$ cat config.mk
export PLATFORM = sky130hd
export DESIGN_NAME = alu_mc
export DESIGN_NICKNAME = d
export VERILOG_FILES = /design/src/rtl/alu_mc.sv
export SDC_FILE = /design/constraint.sdc
export NUM_CORES = 1
export LEC_CHECK = 0
export ABC_AREA = 1
export BUFFER_PORTS_ARGS = -buffer_cell sky130_fd_sc_hd__buf_2
export CAP_MARGIN = 20
export CORE_MARGIN = 1.5
export CORE_UTILIZATION = 50
export CTS_BUF_LIST = sky130_fd_sc_hd__clkbuf_8 sky130_fd_sc_hd__clkbuf_16
export DETAILED_ROUTE_END_ITERATION = 7
export GPL_TIMING_DRIVEN = 0
export PLACE_DENSITY = 0.67
export SYNTH_ARGS = -nofsm -noshare
export SYNTH_HDL_FRONTEND = slang
export SYNTH_SLANG_ARGS = --single-unit
export TNS_END_PERCENT = 10
$ cat constraint.sdc
create_clock -name clk -period 4.3 [get_ports clk]
set_clock_uncertainty 0.1 [all_clocks]
set_input_delay 0.215 -clock clk [delete_from_list [all_inputs] [get_ports clk]]
set_output_delay 0.215 -clock clk [all_outputs]
set_load 0.1 [all_outputs]
$ cat src/rtl/alu_mc.sv
// Multi-cycle ALU: single-cycle add/sub/logic/shift/rotate, iterative shift-add MUL
// and restoring DIV, with valid/ready handshakes on both sides and one op in flight.
module alu_mc #(
   parameter int WIDTH = 16
) (
   input  logic             clk,
   input  logic             rst,
   input  logic             in_valid,
   output logic             in_ready,
   input  logic [WIDTH-1:0] a,
   input  logic [WIDTH-1:0] b,
   input  logic [3:0]       ctrl,
   output logic             out_valid,
   input  logic             out_ready,
   output logic [WIDTH-1:0] r,
   output logic             o,
   output logic             n,
   output logic             z,
   output logic             err
);

   localparam int SHW = $clog2(WIDTH);
   localparam logic [SHW:0]     W_L   = (SHW + 1)'(WIDTH);
   localparam logic [SHW:0]     CNT_1 = (SHW + 1)'(1);
   localparam logic [WIDTH-1:0] ONE   = WIDTH'(1);

   typedef enum logic [1:0] {S_IDLE, S_EXEC, S_BUSY, S_DONE} state_e;

   typedef enum logic [3:0] {
      OP_MUL = 4'b0001,
      OP_DIV = 4'b0010,
      OP_ROL = 4'b1000,
      OP_ROR = 4'b1001,
      OP_SLL = 4'b1010,
      OP_SRL = 4'b1011,
      OP_OR  = 4'b1100,
      OP_AND = 4'b1101,
      OP_SUB = 4'b1110,
      OP_ADD = 4'b1111
   } op_e;

   state_e           state_q, state_d;
   logic [WIDTH-1:0] a_q, a_d, b_q, b_d;
   logic [3:0]       op_q, op_d;
   logic [WIDTH-1:0] hi_q, hi_d, lo_q, lo_d;
   logic [SHW:0]     cnt_q, cnt_d;
   logic [WIDTH-1:0] r_q, r_d;
   logic             o_q, o_d, n_q, n_d, z_q, z_d, err_q, err_d;

   // Single-cycle datapath, evaluated on the latched operands
   logic [WIDTH-1:0] add_sum, b_neg, sub_diff;
   logic [SHW-1:0]   sh;
   logic             sh_big;
   logic [WIDTH-1:0] alu_r;
   logic             alu_o, alu_err;

   always_comb begin
      add_sum  = a_q + b_q;
      b_neg    = ~b_q + ONE;
      sub_diff = a_q + b_neg;
      sh       = b_q[SHW-1:0];
      sh_big   = |b_q[WIDTH-1:SHW];
      alu_r    = '0;
      alu_o    = 1'b0;
      alu_err  = 1'b0;
      case (op_q)
         OP_ADD: begin
            alu_r = add_sum;
            alu_o = (a_q[WIDTH-1] == b_q[WIDTH-1]) && (add_sum[WIDTH-1] != a_q[WIDTH-1]);
         end
         OP_SUB: begin
            alu_r = sub_diff;
            alu_o = (a_q[WIDTH-1] == b_neg[WIDTH-1]) && (sub_diff[WIDTH-1] != a_q[WIDTH-1]);
         end
         OP_AND:  alu_r = a_q & b_q;
         OP_OR:   alu_r = a_q | b_q;
         OP_SLL:  alu_r = sh_big ? '0 : (a_q << sh);
         OP_SRL:  alu_r = sh_big ? '0 : (a_q >> sh);
         // A shift by WIDTH yields zero, so sh==0 needs no special case
         OP_ROL:  alu_r = (a_q << sh) | (a_q >> (W_L - {1'b0, sh}));
         OP_ROR:  alu_r = (a_q >> sh) | (a_q << (W_L - {1'b0, sh}));
         default: alu_err = 1'b1;
      endcase
   end

   // One iteration of shift-add multiply and of restoring divide
   logic [WIDTH:0]   mul_sum;
   logic [WIDTH:0]   div_shift;
   logic             div_ge;
   logic [WIDTH-1:0] div_sub;

   always_comb begin
      mul_sum   = {1'b0, hi_q} + (lo_q[0] ? {1'b0, b_q} : '0);
      div_shift = {hi_q, lo_q[WIDTH-1]};
      div_ge    = div_shift >= {1'b0, b_q};
      // The true difference is below b, so modulo-2^WIDTH subtraction is exact
      div_sub   = div_shift[WIDTH-1:0] - b_q;
   end

   logic [WIDTH-1:0] res;
   logic             res_o, res_err, load_res;

   // NOTE: every combinational output gets a default first, so no path leaves a latch.
   always_comb begin
      state_d  = state_q;
      a_d      = a_q;
      b_d      = b_q;
      op_d     = op_q;
      hi_d     = hi_q;
      lo_d     = lo_q;
      cnt_d    = cnt_q;
      r_d      = r_q;
      o_d      = o_q;
      n_d      = n_q;
      z_d      = z_q;
      err_d    = err_q;
      res      = '0;
      res_o    = 1'b0;
      res_err  = 1'b0;
      load_res = 1'b0;

      case (state_q)
         S_IDLE: begin
            if (in_valid) begin
               a_d     = a;
               b_d     = b;
               op_d    = ctrl;
               hi_d    = '0;
               lo_d    = a;
               cnt_d   = '0;
               state_d = (ctrl == OP_MUL || ctrl == OP_DIV) ? S_BUSY : S_EXEC;
            end
         end
         S_EXEC: begin
            res      = alu_r;
            res_o    = alu_o;
            res_err  = alu_err;
            load_res = 1'b1;
            state_d  = S_DONE;
         end
         S_BUSY: begin
            if (cnt_q == W_L) begin
               load_res = 1'b1;
               state_d  = S_DONE;
               if (op_q == OP_MUL) begin
                  res   = lo_q;
                  res_o = |hi_q;
               end else if (b_q == '0) begin
                  res   = '1;
                  res_o = 1'b1;
               end else begin
                  res   = lo_q;
               end
            end else begin
               cnt_d = cnt_q + CNT_1;
               if (op_q == OP_MUL) begin
                  {hi_d, lo_d} = {mul_sum, lo_q[WIDTH-1:1]};
               end else begin
                  hi_d = div_ge ? div_sub : div_shift[WIDTH-1:0];
                  lo_d = {lo_q[WIDTH-2:0], div_ge};
               end
            end
         end
         S_DONE: begin
            if (out_ready) state_d = S_IDLE;
         end
         default: state_d = S_IDLE;
      endcase

      if (load_res) begin
         r_d   = res;
         o_d   = res_o;
         n_d   = res[WIDTH-1];
         z_d   = (res == '0);
         err_d = res_err;
      end
   end

   // NOTE: sequential state uses non-blocking assignments so all flops update together.
   always_ff @(posedge clk) begin
      if (rst) begin
         state_q <= S_IDLE;
         r_q     <= '0;
         o_q     <= 1'b0;
         n_q     <= 1'b0;
         z_q     <= 1'b0;
         err_q   <= 1'b0;
      end else begin
         state_q <= state_d;
         r_q     <= r_d;
         o_q     <= o_d;
         n_q     <= n_d;
         z_q     <= z_d;
         err_q   <= err_d;
      end
   end

   // NOTE: operand and iteration registers carry no reset; they are always loaded before use.
   always_ff @(posedge clk) begin
      a_q   <= a_d;
      b_q   <= b_d;
      op_q  <= op_d;
      hi_q  <= hi_d;
      lo_q  <= lo_d;
      cnt_q <= cnt_d;
   end

   assign in_ready  = (state_q == S_IDLE);
   assign out_valid = (state_q == S_DONE);
   assign r         = r_q;
   assign o         = o_q;
   assign n         = n_q;
   assign z         = z_q;
   assign err       = err_q;

endmodule

==> results.md, run 1 <==
- Maximum vdd drop: 0.544 mV
- Drt pass-1 iters: 6
- Remaining global-route overflow: 0
- Post-Syn Instances: between 1,500 and 2,000
- Max-cap check violation count: 0
- Final Instance Count excl. Fillers: 2,201
- Worst-path fanout max: 9
- Worst setup SP type: flip-flop
- Critical Path AT: 4.48 ns
- Synth cell types: 47
- Post-Synth XOR/XNOR Area: 2.17%
- Starting Density: 51.1%
- Area Growth Syn to Fin: 12.7%
- Avg Cell Area, Syn: slightly above 6 um^2
- Violated checks: negative setup slack
- Fmax achieved: 0.232 GHz
- Hold path cells: 1
- PwrDens: ~700 nW/um^2
- 1st-iter DRT viols: 1,895
- Worst-Margin Slew: around 1.0 ns
- Count of pins over their slew limit: 0
- Die height: 153 um
- Crit path launch: b_q[1]
- Final TNS setup: -0.00151 ns
- GRT Total Usage: between 30 and 40%
- Crit. End Element: flip-flop
- Crit Reg-Reg Endpoint: z
- Core area: roughly 22,000 um^2
- Antenna Cells: 0
- Placer Congestion: about 1.1
- I/O Buffers: 61
- Largest net degree at the start of global routing: 27
- Root Driver: clkbuf_16
- Share of cells above drive strength 1: 8.43%
- Via density: 6.08
- Setup ws final: -0.00151 ns
- Worst min-delay path category: primary input to flip-flop
- Yosys top cell area share: roughly a fifth
- CTS Buffer Depth: 2
- CTS tree: done
- R2r startpoint: b_q[1]
- Hold Path Sink: a_q[14]
- Status: finished with violations
- DRC viols: 0
- Synth Area in Adders: 10.7%
- Post-synthesis mux area share: 0%
- Die Width: 153 um
- Setup Viol. Count Final: 1
- Synth area leaders: edfxtp_1 20%, nand2_1 16%, nand3_1 15%, ha_1 10%, inv_1 6.4%
- Detailed-route via count: 13,400
- Most common cell after layout, fill and taps aside: nand2_1
- Layout Nets: between 2,000 and 2,500
- Synth Register Bits: 94
- Total Die Area: 23,300 um^2
- CTS H-tree depth: 3
- Clock latency on the worst-skew pair: 0.35 ns
- Crit Path Class: flip-flop to flip-flop
- Pre-CTS setup slack: -1.19 ns
- Hold path startpoint: a[14]
- Synth Area in Compound Gates: 13.1%
- Clock-pin transition on the worst setup and hold timing paths: 0.07 ns
- Pleak: approximately 6.3 nW
- Commonest non-fill, non-tap cells in the layout: 481 x nand2_1, 346 x nand3_1, 191 x inv_1
- Final wirelength: about 46 mm
- Placed Cells: 2,152
- Wire per inst: 21.0 um
- Detailed placement HPWL: 36.1 mm
- Initial antenna violation count: 0
- Ys flop type: edfxtp_1
- Sequential share of the synthesized area: approximately a quarter
- Data required, critical path: 4.48 ns
- Period minus WS final: approximately 4.3 ns
- Inserted Clock Buffers: 9
- Post-synth EDFFs: 73
- Row count: 54
- Sink Count: 94
- Largest family of logic cells by synthesized area: simple AND/OR/NAND/NOR gates
- Async set-reset flop share out of synthesis: 0%
- Largest area contributor in the netlist: edfxtp_1
- R2R cell count: 24
- Simple logic cell fraction of the synthesized area: 41.3%
- Synth warn: 0
- RSZ-0062 raised after global routing: true
- Cell area after synthesis: about 11,000 um^2
- Final Hold Fails: 0
- Slew Limit Headroom: about a third
- Net Count, Synth: 1,942
- Reg2Reg Setup Slack: -0.002 ns
- Number of routed nets with antenna violations: 0
- Final Cycle Share: 100%
- Boundary pin count: a little over 60
- Vias in the first global route: 12,000
- Global-route wire length before repair: 70.4 mm
## how the worst max path moves through the flow
stage	cells past startpoint	endpoint
detailed placement	23	z
CTS	22	z
finish	24	z
global route	22	z
global placement	23	z
floorplan	23	z
## synthesized netlist by cell type, types with 13 or more instances
| library cell | instances |
|---|---|
| nor2_1 | 158 |
| a21oi_1 | 104 |
| dfxtp_1 | 21 |
| edfxtp_1 | 73 |
| ha_1 | 89 |
| o211ai_1 | 19 |
| o21ai_0 | 98 |
| buf_2 | 25 |
| inv_1 | 191 |
| nand3b_1 | 13 |
| nand3_1 | 346 |
| nand2_1 | 481 |
| nor3_1 | 14 |
| clkbuf_1 | 39 |
| xor2_1 | 18 |
| nand4_1 | 18 |
## worst max-delay path: stages (launching register included)
cell        delay (ns)
edfxtp_1          0.47
buf_2             0.27
clkinvlp_4        0.13
ha_4              0.17
nand2_1           0.15
nor3_4            0.22
nand4_1           0.21
nor2_1            0.17
xor2_1            0.17
inv_1             0.09
ha_1              0.35
nand2_1           0.09
nor2_1            0.18
nand3_1           0.19
nand2_1           0.15
nand3_1           0.08
nand3_1           0.08
nand2_1           0.07
nor2_2            0.17
nand2_1           0.14
a21oi_2           0.19
nand3_1           0.11
nand2_1           0.08
nand3_1           0.07
a21oi_1           0.12
## timing repair
action | 4_1_cts | 5_1_grt
pin swaps | 1 | 3
hold buffers | 31 | 0
resized for setup | 25 | 16
endpoints found under the hold margin | 31 | 0
setup endpoints to repair | 31 | 11
setup buffers | 3 | 1
cloned | 0 | 0
## kinds of logic after synthesis
logic type,Yosys count
AND/OR/NAND/NOR,1058
adder cells (fa/ha/maj),93
XOR/XNOR,26
AO/OA/AOI/OAI,268
buffers and inverters,270
flip-flops,94
## per-stage QoR
step / cell area, um^2 / utilization (%) / power, mW / hold WS [ns]
after floorplan: 11200 / - / 6.06 / 0.214
after global placement: 11800 / 54.1 / 7.69 / 0.291
after detailed placement: 11900 / 54.4 / 7.78 / 0.293
after CTS: 12600 / 57.4 / 8.58 / 0.00411
after global routing: 12600 / 57.6 / 9.45 / 0.00675
final: 12600 / 57.6 / 8.83 / 0.0226
## state kept, by name, summed over array words and instances (netlist names)
| register | flops |
|---|---|
| r | 16 |
| cnt_q | 5 |
| hi_q | 16 |
| a_q | 16 |
| op_q | 4 |
| state_q | 2 |
| b_q | 16 |
| o | 1 |
| z | 1 |
| lo_q | 16 |
| err | 1 |
## report_power, final
part	total (mW)	leakage, nW	internal (mW)	switching [mW]
Clock	0.721	0.143	0.385	0.336
Sequential	1.86	0.882	1.45	0.406
Combinational	6.25	5.30	1.86	4.38
## layout make-up
cell class | instances | area (um^2)
clock buffer | 9 | 225
inverter | 199 | 751
buffer | 69 | 327
timing repair buffer | 98 | 701
clock inverter | 7 | 35.0
sequential | 94 | 2610
tap | 280 | 350
fill | 2162 | 9280
multi-input combinational | 1445 | 7610
## routing by layer
metal	part of all wire [%]	GRT usage [%]	vias up	wire, um
met5	0	0	-	0
met4	4.5	15.9	0	2090
met3	11	7.22	124	5020
met2	42	57.7	800	19600
met1	42	55.4	6139	19600
li1	-	-	6316	-
No activity file was read; power rests on OpenSTA's default activity.
==> run 2: changes to the inputs <==
clock period = 4.74 ns   (was 4.3 ns; I/O delays follow)
==> run 2 against run 1 <==
The run now ends clean. Final area is 1.1% lower. Worst setup slack better by 0.17 ns. Power is 9.7% lower. Critical path type unchanged. Critical endpoint unchanged.
==> results.md, run 2 (same netlist as run 1, synthesis figures left out) <==
- Status: finished clean
- Wire per inst: ~21 um
- Crit Path Class: flip-flop to flip-flop
- Die height: about 150 um
- GRT Total Usage: 38.6%
- Remaining global-route overflow: 0
- Inserted Clock Buffers: 9
- CP top delay family: simple AND/OR/NAND/NOR gates
- CTS H-tree depth: 3
- Commonest non-fill, non-tap cells in the layout: 481 x nand2_1, 346 x nand3_1, 191 x inv_1
- Core Util, Final: a little under three fifths
- Drt pass-1 iters: 7
- Critical Path Max Stage Delay: between 0.4 and 0.5 ns
- Switching Share: 58.1%
- Most used cell, CP: nand2_1
- Starting Density: 51.1%
- Share of cells above drive strength 1: 7.79%
- Die Width: 153 um
- Final Cycle Share: 96.5%
- RSZ-0062 raised after global routing: false
- Internal power: approximately 3.3 mW
- Clock latency on the worst-skew pair: 0.35 ns
- DRC viols: 0
- Filler Cell Count: 2,187
- Maximum vdd drop: 0.493 mV
- Clock Power Share: 8.2%
- Initial antenna violation count: 0
- Placer Congestion: 1.08
- CTS tree: done
- Worst-path fanout max: 13
- Sequential share of power: 21.2%
- Sequential cell area: 2610 um^2
- Total Die Area: 23,300 um^2
- PwrDens: between 600 and 700 nW/um^2
- Period minus WS final: 4.57 ns
- Sw power: 4.64 mW
- Pleak: 6.27 nW
- Vias in the first global route: 12,000
- Fmax achieved: 0.219 GHz
- CTS Buffer Depth: 2
- Crit. End Element: flip-flop
- Worst-Margin Slew: 0.984 ns
- Worst setup SP type: flip-flop
- Clock-pin transition on the worst setup and hold timing paths: 0.07 ns
- Detailed-route via count: 13,300
- Worst min-delay path category: primary input to flip-flop
- Setup Viol. Count Final: 0
- Worst path cell trace: clkbuf_2 -> clkinvlp_4 -> buf_2 -> nand3_1 -> nor2_1 -> xor2_1 -> inv_1 -> ha_1 -> nand2_1 -> nor2_1 -> nand3_1 -> nand2_1 -> nand2_1 -> nand3_1 -> nand2_1 -> nor2_1 -> nand3_1 -> o21ai_1 -> nand2_1 -> nor2_1 -> nand2_1 -> a21oi_1 -> nand3_1 -> a21oi_1
- Comb power frac: ~71%
- Root Driver: clkbuf_16
- Antenna Cells: 0
- Row count: 54
- Max-cap check violation count: 0
- Design Area, Final: 12,500 um^2
- Area Growth Syn to Fin: 11.5%
- Area post-placement: approximately 12,000 um^2
- Multi-input gate area: between 7000 and 8000 um^2
- Number of routed nets with antenna violations: 0
- Most common cell after layout, fill and taps aside: nand2_1
- Slew Limit Headroom: 33.9%
- Via density: roughly 6
- Global-route wire length before repair: approximately 70 mm
- Layout Nets: 2,040
- Core area: roughly 22,000 um^2
- Boundary pin count: 62
- Data required, critical path: 4.92 ns
- Final Hold Fails: 0
- Critical Path AT: 4.76 ns
- Buf/Inv on CP: 4
- Sink Count: 94
- I/O Buffers: 61
- Slowest-stage cell, CP: edfxtp_1
- Largest net degree at the start of global routing: 27
- Detailed placement HPWL: roughly 36 mm
- Count of pins over their slew limit: 0
- Final wirelength: 45.7 mm
- 1st-iter DRT viols: 2,007
[run 2: cell types whose count changed in the layout (fill, tap and decap cells not counted), moves of 2 or more]
cell and delta:
dlygate4sd3_1 -7, a21oi_1 +2, a21oi_2 -2, buf_4 -2, nor2_2 -5, nor2_1 +6
[run 2: path summary, 6_finish.rpt]
kind	startpoint	to	slack [ns]	cells after the start
setup / recovery	b_q[3]	z	0.17	24
hold / removal	a[4]	a_q[4]	0.02	1
setup reg to reg	b_q[3]	z	0.17	24
hold reg to reg	z	z	0.37	2
[run 2: what timing repair did]
| action | CTS | global route |
|---|---|---|
| pin swaps | 0 | 3 |
| hold buffers | 23 | 1 |
| resized for setup | 8 | 16 |
| buffers inserted | 1 | 1 |
| setup endpoints to repair | 13 | 8 |
| hold endpoints to repair | 23 | 1 |
[run 2: final cells by class]
cell class                 count  area share (%)
inverter                     199            6.05
sequential                    94            20.9
buffer                        69            2.46
multi-input combinational   1445            60.7
timing repair buffer          89            4.93
clock inverter                 7           0.281
clock buffer                   9            1.80
tap                          280            2.81
[run 2: power groups by stage]
stage | Sequential [mW] | Combinational, mW | Clock, mW
6_report | 1.69 | 5.63 | 0.652
3_5_place_dp | 1.68 | 5.37 | 0
2_1_floorplan | 1.91 | 3.59 | 0
5_1_grt | 1.72 | 6.13 | 0.687
3_3_place_gp | 1.69 | 5.28 | 0
4_1_cts | 1.67 | 5.43 | 0.654
[run 2: per-layer routing]
metal	up-vias	global-route usage [%]	routed length, um
met2	864	57.0	19200
li1	6293	-	-
met1	6060	55.2	18800
met5	-	0	0
met4	0	15.6	1940
met3	115	7.11	5680
[run 2: per-stage QoR]
| step | TNS [ns] | hold slack, ns | total power [mW] | instances | worst slack, ns |
|---|---|---|---|---|---|
| final | 0 | 0.0158 | 7.97 | 2192 | 0.167 |
| after global routing | 0 | 0.0111 | 8.53 | 2192 | 0.000736 |
| after CTS | 0 | 0.00218 | 7.75 | 2190 | 0.0275 |
| after detailed placement | -4.62 | 0.315 | 7.06 | 2152 | -0.754 |
| after global placement | -4.77 | 0.313 | 6.98 | 2150 | -0.757 |
| after floorplan | 0 | 0.236 | 5.50 | 1809 | 0.860 |
==> run 3: changes to the inputs <==
MAX_ROUTING_LAYER = met4   (was not set)
==> run 3 against run 2 <==
Non-clock buffer count grew 9. Combinational power is essentially flat. Global-route usage grew 2.9 points. First-iteration DRC count shrank 17%. Die area is the same. Critical path type unchanged.
==> results.md, run 3 (same netlist as run 1, synthesis figures left out) <==
- Maximum vdd drop: 0.855 mV
- Internal power: between 3 and 4 mW
- Row count: 54
- Met3 GRT Util: 8.13%
- Clock latency on the worst-skew pair: 0.36 ns
- Worst-Margin Slew: 1.30 ns
- Total Die Area: between 20,000 and 25,000 um^2
- I/O Buffers: 61
- 1st-iter DRT viols: 1,656
- Core Util, Final: 57.5%
- Sink Count: 94
- Data required, critical path: a little under 5 ns
- Worst-path fanout max: 11
- Worst setup SP type: flip-flop
- Via density: roughly 6.2
- Share of cells above drive strength 1: 8.38%
- CTS Buffer Depth: 2
- Hold path cells: 1
- Sw power: around 4.7 mW
- CTS H-tree depth: 3
- Sequential share of power: between 20% and 30%
- Drt pass-1 iters: 8
- Crit. End Element: flip-flop
- Hold path startpoint: a[8]
- PwrDens: between 600 and 700 nW/um^2
- Layout Nets: 2,049
- Area Growth Syn to Fin: 12.4%
- Switching Share: 58.1%
- Starting Density: 51.1%
- Slew Limit Headroom: around an eighth
- Design Area, Final: about 13,000 um^2
- Final Cycle Share: 95.3%
- Max-cap check violation count: 0
- Final wirelength: about 48 mm
- Clock Power Share: 9.5%
- Pleak: 6.31 nW
- Count of pins over their slew limit: 0
- Core area: 21,900 um^2
- Setup Viol. Count Final: 0
- DRC viols: 0
- Global-route wire length before repair: a little over 70 mm
- Wire per inst: 21.8 um
- Status: finished clean
- Remaining global-route overflow: 0
- Final Hold Fails: 0
- R2R cell count: 23
- Placer Congestion: 1.11
- Clock-pin transition on the worst setup and hold timing paths: 0.07 ns
- Boundary pin count: 62
- Layer with the highest usage: met2
- Comb power frac: around 70%
- Die Width: 153 um
- Final TNS setup: 0 ns
- Worst min-delay path category: primary input to flip-flop
- Area post-placement: 11,900 um^2
- Critical Path AT: approximately 4.7 ns
- Most common cell after layout, fill and taps aside: nand2_1
- Number of routed nets with antenna violations: 0
- Inserted Clock Buffers: 9
- Met1 usage in global routing: 53.8%
- R2r startpoint: b_q[3]
- Detailed placement HPWL: 37.1 mm
- GR Util met2: 63.3%
- Hold Path Sink: a_q[8]
- Fmax achieved: 0.221 GHz
- Largest net degree at the start of global routing: 38
- Detailed-route via count: 13,600
- GRT Total Usage: 41.4%
- Crit Reg-Reg Endpoint: z
- Vias in the first global route: 12,400
- Period minus WS final: 4.52 ns
- Die height: 153 um
- Root Driver: clkbuf_16
- CTS tree: done
- Initial antenna violation count: 1
- Reg2Reg Setup Slack: 0.22 ns
- Crit Path Class: flip-flop to flip-flop
- Commonest non-fill, non-tap cells in the layout: 481 x nand2_1, 346 x nand3_1, 187 x inv_1
[run 3: cell types whose count changed in the layout (fill, tap and decap cells not counted), sizes merged]
cell,delta
buf,+5
clkbuf,+5
inv,-2
diode,+1
dlygate4sd3,+1
[run 3: how the worst max path moves through the flow]
stage / start / end / cells past startpoint
after floorplan: b_q[1] / z / 23
after global placement: b_q[1] / z / 26
after detailed placement: b_q[1] / z / 26
after CTS: b_q[0] / z / 24
after global routing: b_q[0] / z / 23
final: b_q[3] / z / 23
[run 3: cell type report]
cell class	instances	area, um^2
antenna	1	2.50
buffer	69	307
clock buffer	11	275
clock inverter	5	36.3
fill	2161	9310
inverter	199	754
multi-input combinational	1445	7580
sequential	94	2610
tap	280	350
timing repair buffer	98	666
[run 3: critical path, stage by stage (launching register included)]
cell and delay (ns):
edfxtp_1 0.40, clkbuf_1 0.47, clkinvlp_4 0.32, clkbuf_2 0.35
nand3_1 0.18, nor2_1 0.06, xor2_1 0.14, inv_1 0.05
ha_1 0.33, nand2_1 0.13, inv_1 0.05, a21oi_1 0.18
nand2_1 0.11, nand2_1 0.07, nand2_1 0.07, o21ai_0 0.24
nand2_1 0.12, nor2_2 0.21, nand2_1 0.15, a21oi_1 0.26
nand2_1 0.10, a21oi_1 0.13, nand3_1 0.09, a21oi_1 0.12
[run 3: power groups by stage]
stage	registers (mW)	logic, mW	clock network, mW
finish	1.70	5.65	0.772
global route	1.71	6.18	0.792
CTS	1.66	5.42	0.760
detailed placement	1.68	5.33	0
global placement	1.68	5.26	0
floorplan	1.91	3.59	0
[run 3: what timing repair did]
item                       4_1_cts  5_1_grt
hold endpoints to repair        24        1
pin swaps                        0        3
hold buffers                    24        1
buffers inserted                 1       10
resized for setup                6       16
setup endpoints to repair       13        7
[run 3: stage by stage]
step / setup slack [ns] / cells / hold WS [ns] / power, mW
6_report: 0.224 / 2202 / 0.00826 / 8.12
5_1_grt: -0.0478 / 2202 / 0.00543 / 8.68
4_1_cts: 0.0507 / 2190 / 0.00149 / 7.84
3_5_place_dp: -0.767 / 2151 / 0.315 / 7.01
3_3_place_gp: -0.716 / 2150 / 0.314 / 6.94
2_1_floorplan: 0.860 / 1809 / 0.236 / 5.50
[run 3: metal layers]
layer	vias to the layer above	wire length, um
li1	6315	-
met3	144	5770
met2	930	21200
met1	6249	18900
met5	-	0
met4	0	2140
